File: src/rtl/game_pkg.sv
// Shared definitions for the game flow controller: state codes, direction codes
// and the reversal rule used when committing a buffered direction.
// Latency: n/a (types and pure functions only). Backpressure: n/a.
package game_pkg;

  typedef enum logic [2:0] {
    ST_IDLE  = 3'd0,
    ST_INIT  = 3'd1,
    ST_PLAY  = 3'd2,
    ST_PAUSE = 3'd3,
    ST_OVER  = 3'd4
  } flow_state_t;

  localparam logic [1:0] DIR_UP    = 2'b00;
  localparam logic [1:0] DIR_DOWN  = 2'b01;
  localparam logic [1:0] DIR_LEFT  = 2'b10;
  localparam logic [1:0] DIR_RIGHT = 2'b11;

  // Two directions are opposite when they share an axis (bit1) but point the
  // other way along it (bit0).
  function automatic logic is_reversal(input logic [1:0] a, input logic [1:0] b);
    return (a[1] == b[1]) && (a[0] != b[0]);
  endfunction

endpackage

File: src/rtl/btn_edge.sv
// Registered rising-edge detector for a debounced button level.
// Latency: press pulses one cycle after the level is first sampled high. Backpressure: none.
// Ports: sys_clk, sys_rst (sync, active high), btn (level in), press (one-cycle pulse out).
module btn_edge (
  input  logic sys_clk,
  input  logic sys_rst,
  input  logic btn,
  output logic press
);

  logic btn_prev;

  // History resets to 1 so a button held through reset is not seen as a press.
  always_ff @(posedge sys_clk) begin
    if (sys_rst) begin
      btn_prev <= 1'b1;
      press    <= 1'b0;
    end else begin
      btn_prev <= btn;
      press    <= btn & ~btn_prev;
    end
  end

endmodule

File: src/rtl/game_flow_ctrl.sv
// Game flow sequencer: IDLE/INIT/PLAY/PAUSE/OVER, direction buffering, high score.
// Latency: button press acts 2 cycles after its edge; upd_tick/dir_out 1 cycle after frame_tick.
// Backpressure: none; every input is sampled each cycle.
// Ports: sys_clk, sys_rst (sync, active high); btn_start, btn_pause, dir_in, frame_tick,
//        collision, score_in from board/game logic; game_rst, upd_tick, dir_out,
//        flow_state, high_score to game logic and display.
module game_flow_ctrl
  import game_pkg::*;
#(
  parameter int SCORE_W    = 16,
  parameter int RST_CYCLES = 4,
  parameter int OVER_TICKS = 60
) (
  input  logic               sys_clk,
  input  logic               sys_rst,
  input  logic               btn_start,
  input  logic               btn_pause,
  input  logic [1:0]         dir_in,
  input  logic               frame_tick,
  input  logic               collision,
  input  logic [SCORE_W-1:0] score_in,
  output logic               game_rst,
  output logic               upd_tick,
  output logic [1:0]         dir_out,
  output logic [2:0]         flow_state,
  output logic [SCORE_W-1:0] high_score
);

  localparam int RST_W  = $clog2(RST_CYCLES + 1);
  localparam int OVER_W = $clog2(OVER_TICKS + 1);

  flow_state_t       state, state_next;
  logic              start_press, pause_press;
  logic [RST_W-1:0]  rst_cnt;
  logic [OVER_W-1:0] over_cnt;
  logic [1:0]        pending;
  logic              play_tick;

  btn_edge u_start_edge (
    .sys_clk (sys_clk),
    .sys_rst (sys_rst),
    .btn     (btn_start),
    .press   (start_press)
  );

  btn_edge u_pause_edge (
    .sys_clk (sys_clk),
    .sys_rst (sys_rst),
    .btn     (btn_pause),
    .press   (pause_press)
  );

  always_comb begin
    state_next = state;
    case (state)
      ST_IDLE:  if (start_press) state_next = ST_INIT;
      ST_INIT:  if (rst_cnt == RST_W'(RST_CYCLES - 1)) state_next = ST_PLAY;
      // Collision is checked first so it wins over a simultaneous pause.
      ST_PLAY: begin
        if (collision)        state_next = ST_OVER;
        else if (pause_press) state_next = ST_PAUSE;
      end
      ST_PAUSE: if (pause_press || start_press) state_next = ST_PLAY;
      ST_OVER:  if (start_press && (over_cnt == '0)) state_next = ST_INIT;
      default:  state_next = ST_IDLE;
    endcase
  end

  // An update only goes out if we are staying in PLAY, so upd_tick never
  // appears in the first PAUSE/OVER cycle.
  assign play_tick = (state == ST_PLAY) && (state_next == ST_PLAY) && frame_tick;

  always_ff @(posedge sys_clk) begin
    if (sys_rst) begin
      state      <= ST_IDLE;
      game_rst   <= 1'b1;
      upd_tick   <= 1'b0;
      dir_out    <= DIR_RIGHT;
      pending    <= DIR_RIGHT;
      high_score <= '0;
      over_cnt   <= '0;
      rst_cnt    <= '0;
    end else begin
      state    <= state_next;
      // Registered from the next state so game_rst lines up with flow_state==INIT.
      game_rst <= (state_next == ST_INIT);
      upd_tick <= play_tick;

      if ((state == ST_INIT) && (state_next == ST_INIT)) rst_cnt <= rst_cnt + 1'b1;
      else                                               rst_cnt <= '0;

      case (state)
        ST_INIT: begin
          dir_out <= DIR_RIGHT;
          pending <= DIR_RIGHT;
        end
        ST_PLAY: begin
          pending <= dir_in;
          if (play_tick && !is_reversal(pending, dir_out)) dir_out <= pending;
          if (state_next == ST_OVER) begin
            if (score_in > high_score) high_score <= score_in;
            over_cnt <= OVER_W'(OVER_TICKS);
          end
        end
        ST_OVER: begin
          if (frame_tick && (over_cnt != '0)) over_cnt <= over_cnt - 1'b1;
        end
        default: ;
      endcase
    end
  end

  assign flow_state = state;

endmodule

File: config.mk
export PLATFORM = sky130hd
export DESIGN_NAME = game_flow_ctrl
export DESIGN_NICKNAME = d
export VERILOG_FILES = /design/src/rtl/game_pkg.sv /design/src/rtl/btn_edge.sv /design/src/rtl/game_flow_ctrl.sv
export SDC_FILE = /design/constraint.sdc
export NUM_CORES = 1
export LEC_CHECK = 0
export ABC_CLOCK_PERIOD_IN_PS = 3900
export CORE_UTILIZATION = 54
export CTS_CLUSTER_DIAMETER = 200
export CTS_CLUSTER_SIZE = 20
export DETAILED_ROUTE_END_ITERATION = 10
export GPL_ROUTABILITY_DRIVEN = 1
export PLACE_DENSITY_LB_ADDON = 0.12
export SYNTH_ARGS = -nofsm -noshare
export SYNTH_HDL_FRONTEND = slang
export SYNTH_HIERARCHICAL = 1
export SYNTH_SLANG_ARGS = --single-unit
File: constraint.sdc
create_clock -name sys_clk -period 3.9 [get_ports sys_clk]
set_input_delay 0.585 -clock sys_clk [delete_from_list [all_inputs] [get_ports sys_clk]]
set_output_delay 0.585 -clock sys_clk [all_outputs]
set_load 0.02 [all_outputs]
# Word level (Yosys, flattened, before mapping)
# Index checks and enable logic that the tools add are counted.
[word_totals] reg_bits=38 in_bits=24 out_inout_bits=23 elab_cells=64
[op_classes] addsub=2 n_lt_le_gt_ge=1 n_eq_ne=13 muxes=13 bitwise=5 reduce_logical=18
[op_table] op="3-bit two-way mux" count=6
[op_table] op="16-bit > comparator" count=1
[op_table] op="3-bit case mux with 5 select lines" count=1
[op_table] op="3-bit by 2-bit equality test with 1-bit output, second input constant" count=4
[op_table] op="6-bit two-way mux" count=2
[op_table] op="6-bit case mux with 2 select lines" count=1
[op_table] op="2-bit case mux with 2 select lines" count=2
[op_table] op="1-bit logical AND" count=7
[op_table] op="3-bit by 1-bit equality test with 1-bit output, second input constant" count=2
[op_table] op="3-bit equality test, second input constant" count=2
[op_table] op="6-bit logical NOT" count=1
[op_table] op="3-bit AND reduction" count=2
[op_table] op="6-bit nonzero test" count=1
[op_table] op="6-bit by 1-bit subtractor with 6-bit output, second input constant" count=1
[op_table] op="2-bit by 1-bit inequality test with 1-bit output, second input constant" count=2
[op_table] op="2-bit nonzero test" count=2
[op_table] op="3-bit by 1-bit adder with 3-bit output, second input constant" count=1
[op_table] op="3-bit logical NOT" count=1
[op_table] op="1-bit NOT" count=3
[op_table] op="1-bit bitwise AND" count=2
[op_table] op="2-bit two-way mux" count=1
[op_table] op="2-bit inequality test, second input constant" count=1
[op_table] op="2-bit AND reduction" count=1
[op_table] op="2-bit OR reduction" count=1
[op_table] op="other kinds (4)" count=4

# Longest topological paths before layout
[depth] ltp_word=10 ltp_mapped=8 ltp_nobuf=7

# By module
# The synthesis kept the hierarchy.
[by_module_without_submodules] mod="game_flow_ctrl" n_inst=1 cells_per_inst=222 area_each_um2=2040.7 seq_area_each_um2=680.7
[by_module_without_submodules] mod="btn_edge" n_inst=2 cells_per_inst=4 area_each_um2=58.8 seq_area_each_um2=40.0

# Worst setup path before layout
# No wires, ideal clock.
[synth_path] kind="input to register" startpoint="input port score_in[14]" endpoint="register high_score[0]" setup_time_ns=0.072 arrival_time_ns=2.612 required_time_ns=3.828 slack_ns=1.216 stages=7 path_buffers=1 cell_sequence="ha_1 > nand4_1 > or4_1 > o22a_1 > a211oi_4 > buf_8 > mux2i_1"
[synth_between] elab_chain_cells=2
[synth_rtl] item="start: declaration" line="game_flow_ctrl.sv:21" source="input logic [SCORE_W-1:0] score_in,"
[synth_rtl] item="16-bit > comparator" line="game_flow_ctrl.sv:101" source="if (score_in > high_score) high_score <= score_in;"
[synth_rtl] item="3-bit AND reduction (no line)"
[synth_rtl] item="end signal: assignment" line="game_flow_ctrl.sv:101"
[synth_rtl] item="end: declaration" line="game_flow_ctrl.sv:26" source="output logic [SCORE_W-1:0] high_score"
# No other way between the ends.
# A chain may end at the register's enable or synchronous reset.

# Worst setup path after layout
[layout_path] startpoint="input port score_in[14]" endpoint="register high_score[6]"
# The elaborated chain is that of the path after synthesis.

==> results.json <==
{
  "vdd.ir_drop.worst_mv": 0.140,
  "p_comb_frac": 0.099,
  "cp.required_ps": 4120,
  "syn_area_per_cell_sq_um": 9.38,
  "cp_max_fo": 9,
  "internal_power_uw": 576,
  "drive_above_1_share": 0.0607,
  "grt_pass1_vias": 1686,
  "vias_per_cell": 5.34,
  "placedInstanceArea_sq_mm": 0.00266,
  "gp_congestion": 0.750,
  "slowest_stage": "or4_1",
  "critPathBufInv": 2,
  "cp-start-kind": "primary input",
  "arrival_ps": 3000,
  "post-place-cells": 320,
  "synth_top_area_cell": "dfxtp_1",
  "syn_area_sq_mm": 0.00216,
  "cp_cell_sequence": "clkdlybuf4s50_1 -> ha_1 -> nand4_1 -> or4_1 -> o22a_1 -> a211oi_4 -> buf_4 -> mux2i_1",
  "hold_viol": 0,
  "criticalPathCategory": "primary input to flop",
  "power.net_switching_uw": 169,
  "ys_ff_latch": 38,
  "grt_pass1_wl_mm": 7.31,
  "worstMarginPinSlew_ps": 884,
  "max_slew_margin": 0.409,
  "synth.top_cell.area_share": 0.352,
  "post_cts_buffers": 0,
  "synth_area_leaders": "dfxtp_1 (35%), ha_1 (12%), mux2i_1 (8.3%), nand2b_1 (7.5%), inv_1 (3.8%)",
  "min_path_cells": 1,
  "clock_power_share": 0.373,
  "power_leakage_uw": 0.00102,
  "cts-buffers-inserted": 5,
  "setup_viol": 0,
  "rsz0062_at_grt": "false",
  "fin_total_pwr_uw": 745,
  "power_frac_seq": 0.528,
  "area_growth_syn_to_layout_pct": 27.6,
  "slew_violations": 0,
  "switching_share": 0.226,
  "clock-sinks": 38,
  "status": "finished clean",
  "fin_setup_tns_ps": 0,
  "grt_use_total": 0.225,
  "rows": 22,
  "yosysSeqAreaShare": 0.352,
  "dp_slack_ps": 817,
  "drt-total-wl_mm": 4.20,
  "grt_max_degree": 31,
  "reg2reg_depth": 8,
  "grt_overflow": 0,
  "cts_max_level": 2,
  "drv_cap": 0,
  "clockBufferDepth": 2,
  "synth.net_count": 274,
  "io_buffers": 46,
  "p_per_area_mw_per_mm2": 270,
  "cts_hold_buf": 0,
  "crit_cells": 8,
  "cts_root_buf": "clkbuf_8",
  "finalCritPeriodShare": 0.712,
  "layout.cells.non_filler": 328,
  "cts-resized-gates": 0,
  "dieArea_sq_mm": 0.00425,
  "ys_async_sr_fraction": 0,
  "die_w_microns": 65.2,
  "grt_antenna_before_repair": 0,
  "drtAntennaViolNets": 0,
  "n_antenna_cell": 0,
  "clk_latency_ps": 290,
  "final_nets": 323,
  "setup_ws_ps": 1120,
  "die_h_microns": 65.2,
  "yosysUniqueCellTypes": 46,
  "hold_path_class": "flop to flop",
  "cts_tree": "built",
  "vias": 1751,
  "synthFlopType": "dfxtp_1",
  "pin_count": 47,
  "cp_slowest_stage_delay_ps": 560,
  "fmax_mhz": 360,
  "core_sq_mm": 0.00374,
  "fin_worst_skew_ps": 6.77,
  "critical_path.top_delay_family": "simple AND/OR/NAND/NOR gates",
  "firstDrtPassIters": 4,
  "clk_pin_slew_ps": 70,
  "final_area_sq_mm": 0.00275,
  "wl_per_cell_microns": 12.8,
  "syn_inst": 230,
  "synth_edf_count": 0,
  "synth_warnings": 6,
  "initial_core_util": 0.577,
  "endpoint_kind": "flop",
  "drc": 0,
  "min_period_ps": 2780,
  "dp_hpwl_mm": 3.10,
  "dr.first_iter.drc_count": 65
}
-- kinds of logic (layout without fill, tap and decap cells) --
logic type      count (synthesis)  in the layout  synth area share
simple gates                   82             82             0.238
flops                          38             38             0.352
compound gates                 36             36             0.126
buf+inv                        30             80            0.0597
fa+ha+maj                      20             20             0.116
mux                            18             18            0.0835
xor+xnor                        6              6            0.0243
-- synth_stat cells, drive strengths merged (2+ instances only) --
cell / n
dfxtp: 38
nand2b: 26
inv: 22
ha: 20
mux2i: 18
a21oi: 10
nor2: 10
or2b: 10
nand2: 8
a21o: 5
clkbuf: 5
nor3b: 5
xnor2: 5
a211oi: 4
or3: 4
buf: 3
nand4: 3
o21ai: 3
o22ai: 3
or2: 3
a2111oi: 2
a221oi: 2
nand3b: 2
nor2b: 2
or4: 2
-- area by class of cell --
class	count	area, sq um
clock buffer	7	86.3
clock inverter	1	5.00
fill	307	990
inverter	22	82.6
multi-input combinational	162	1270
sequential	38	761
tap	48	60.1
timing repair buffer	50	490
-- cells in the final DEF, fill, tap and decap left out, drive strengths merged, types with 2 or more instances in the layout --
| master | instances |
|---|---|
| a2111oi | 2 |
| xnor2 | 5 |
| a21o | 5 |
| clkdlybuf4s50 | 46 |
| a21oi | 10 |
| buf | 4 |
| nand4 | 3 |
| or3 | 4 |
| or4 | 2 |
| nand2b | 26 |
| o21ai | 3 |
| nor2 | 10 |
| nand2 | 8 |
| a221oi | 2 |
| nor2b | 2 |
| o22ai | 3 |
| dfxtp | 38 |
| nand3b | 2 |
| clkbuf | 7 |
| or2b | 10 |
| inv | 22 |
| mux2i | 18 |
| ha | 20 |
| or2 | 3 |
| nor3b | 5 |
| a211oi | 4 |
-- per-stage QoR --
| step | utilization | hold slack, ps |
|---|---|---|
| after floorplan | - | 387 |
| after global placement | 0.711 | 393 |
| after detailed placement | 0.711 | 399 |
| after CTS | 0.736 | 408 |
| after global routing | 0.736 | 423 |
| final | 0.736 | 406 |
-- registers in the layout, summed over array words and instances, names as in the netlist --
signal,cells
high_score,16
u_pause_edge/btn_prev,1
dir_out,2
upd_tick,1
flow_state,3
u_pause_edge/press,1
pending,2
u_start_edge/press,1
u_start_edge/btn_prev,1
over_cnt,6
rst_cnt,3
game_rst,1
-- path summary, 6_finish.rpt --
kind / startpoint / endpoint / slack (ps)
max: score_in[14] / high_score[6]$_SDFFE_PP0P_ / 1120
min: u_pause_edge/btn_prev$_SDFF_PP1_ / u_pause_edge/press$_SDFF_PP0_ / 410
max reg2reg: high_score[13]$_SDFFE_PP0P_ / high_score[6]$_SDFFE_PP0P_ / 1450
min reg2reg: u_pause_edge/btn_prev$_SDFF_PP1_ / u_pause_edge/press$_SDFF_PP0_ / 410
-- power by group through the flow --
stage / Clock (uW) / Combinational, uW / Sequential [uW]
after global routing: 304 / 82.5 / 393
after global placement: 0 / 72.6 / 402
final: 278 / 74.0 / 393
after CTS: 282 / 74.5 / 393
after detailed placement: 0 / 73.7 / 402
after floorplan: 0 / 35.5 / 402
-- layer usage --
layer | GRT usage | share of wire | vias up
li1 | - | - | 891
met1 | 0.254 | 0.45 | 816
met2 | 0.393 | 0.49 | 36
met3 | 0.0590 | 0.040 | 8
met4 | 0.103 | 0.020 | 0
met5 | 0 | 0 | -
-- worst reg2reg max path, stage by stage (launching register included) --
cell	delay, ps
dfxtp_1	380
inv_1	60
ha_1	280
nand4_1	140
or4_1	560
o22a_1	260
a211oi_4	250
buf_4	240
mux2i_1	210
Note: power is estimated with default switching activity, not from simulation.
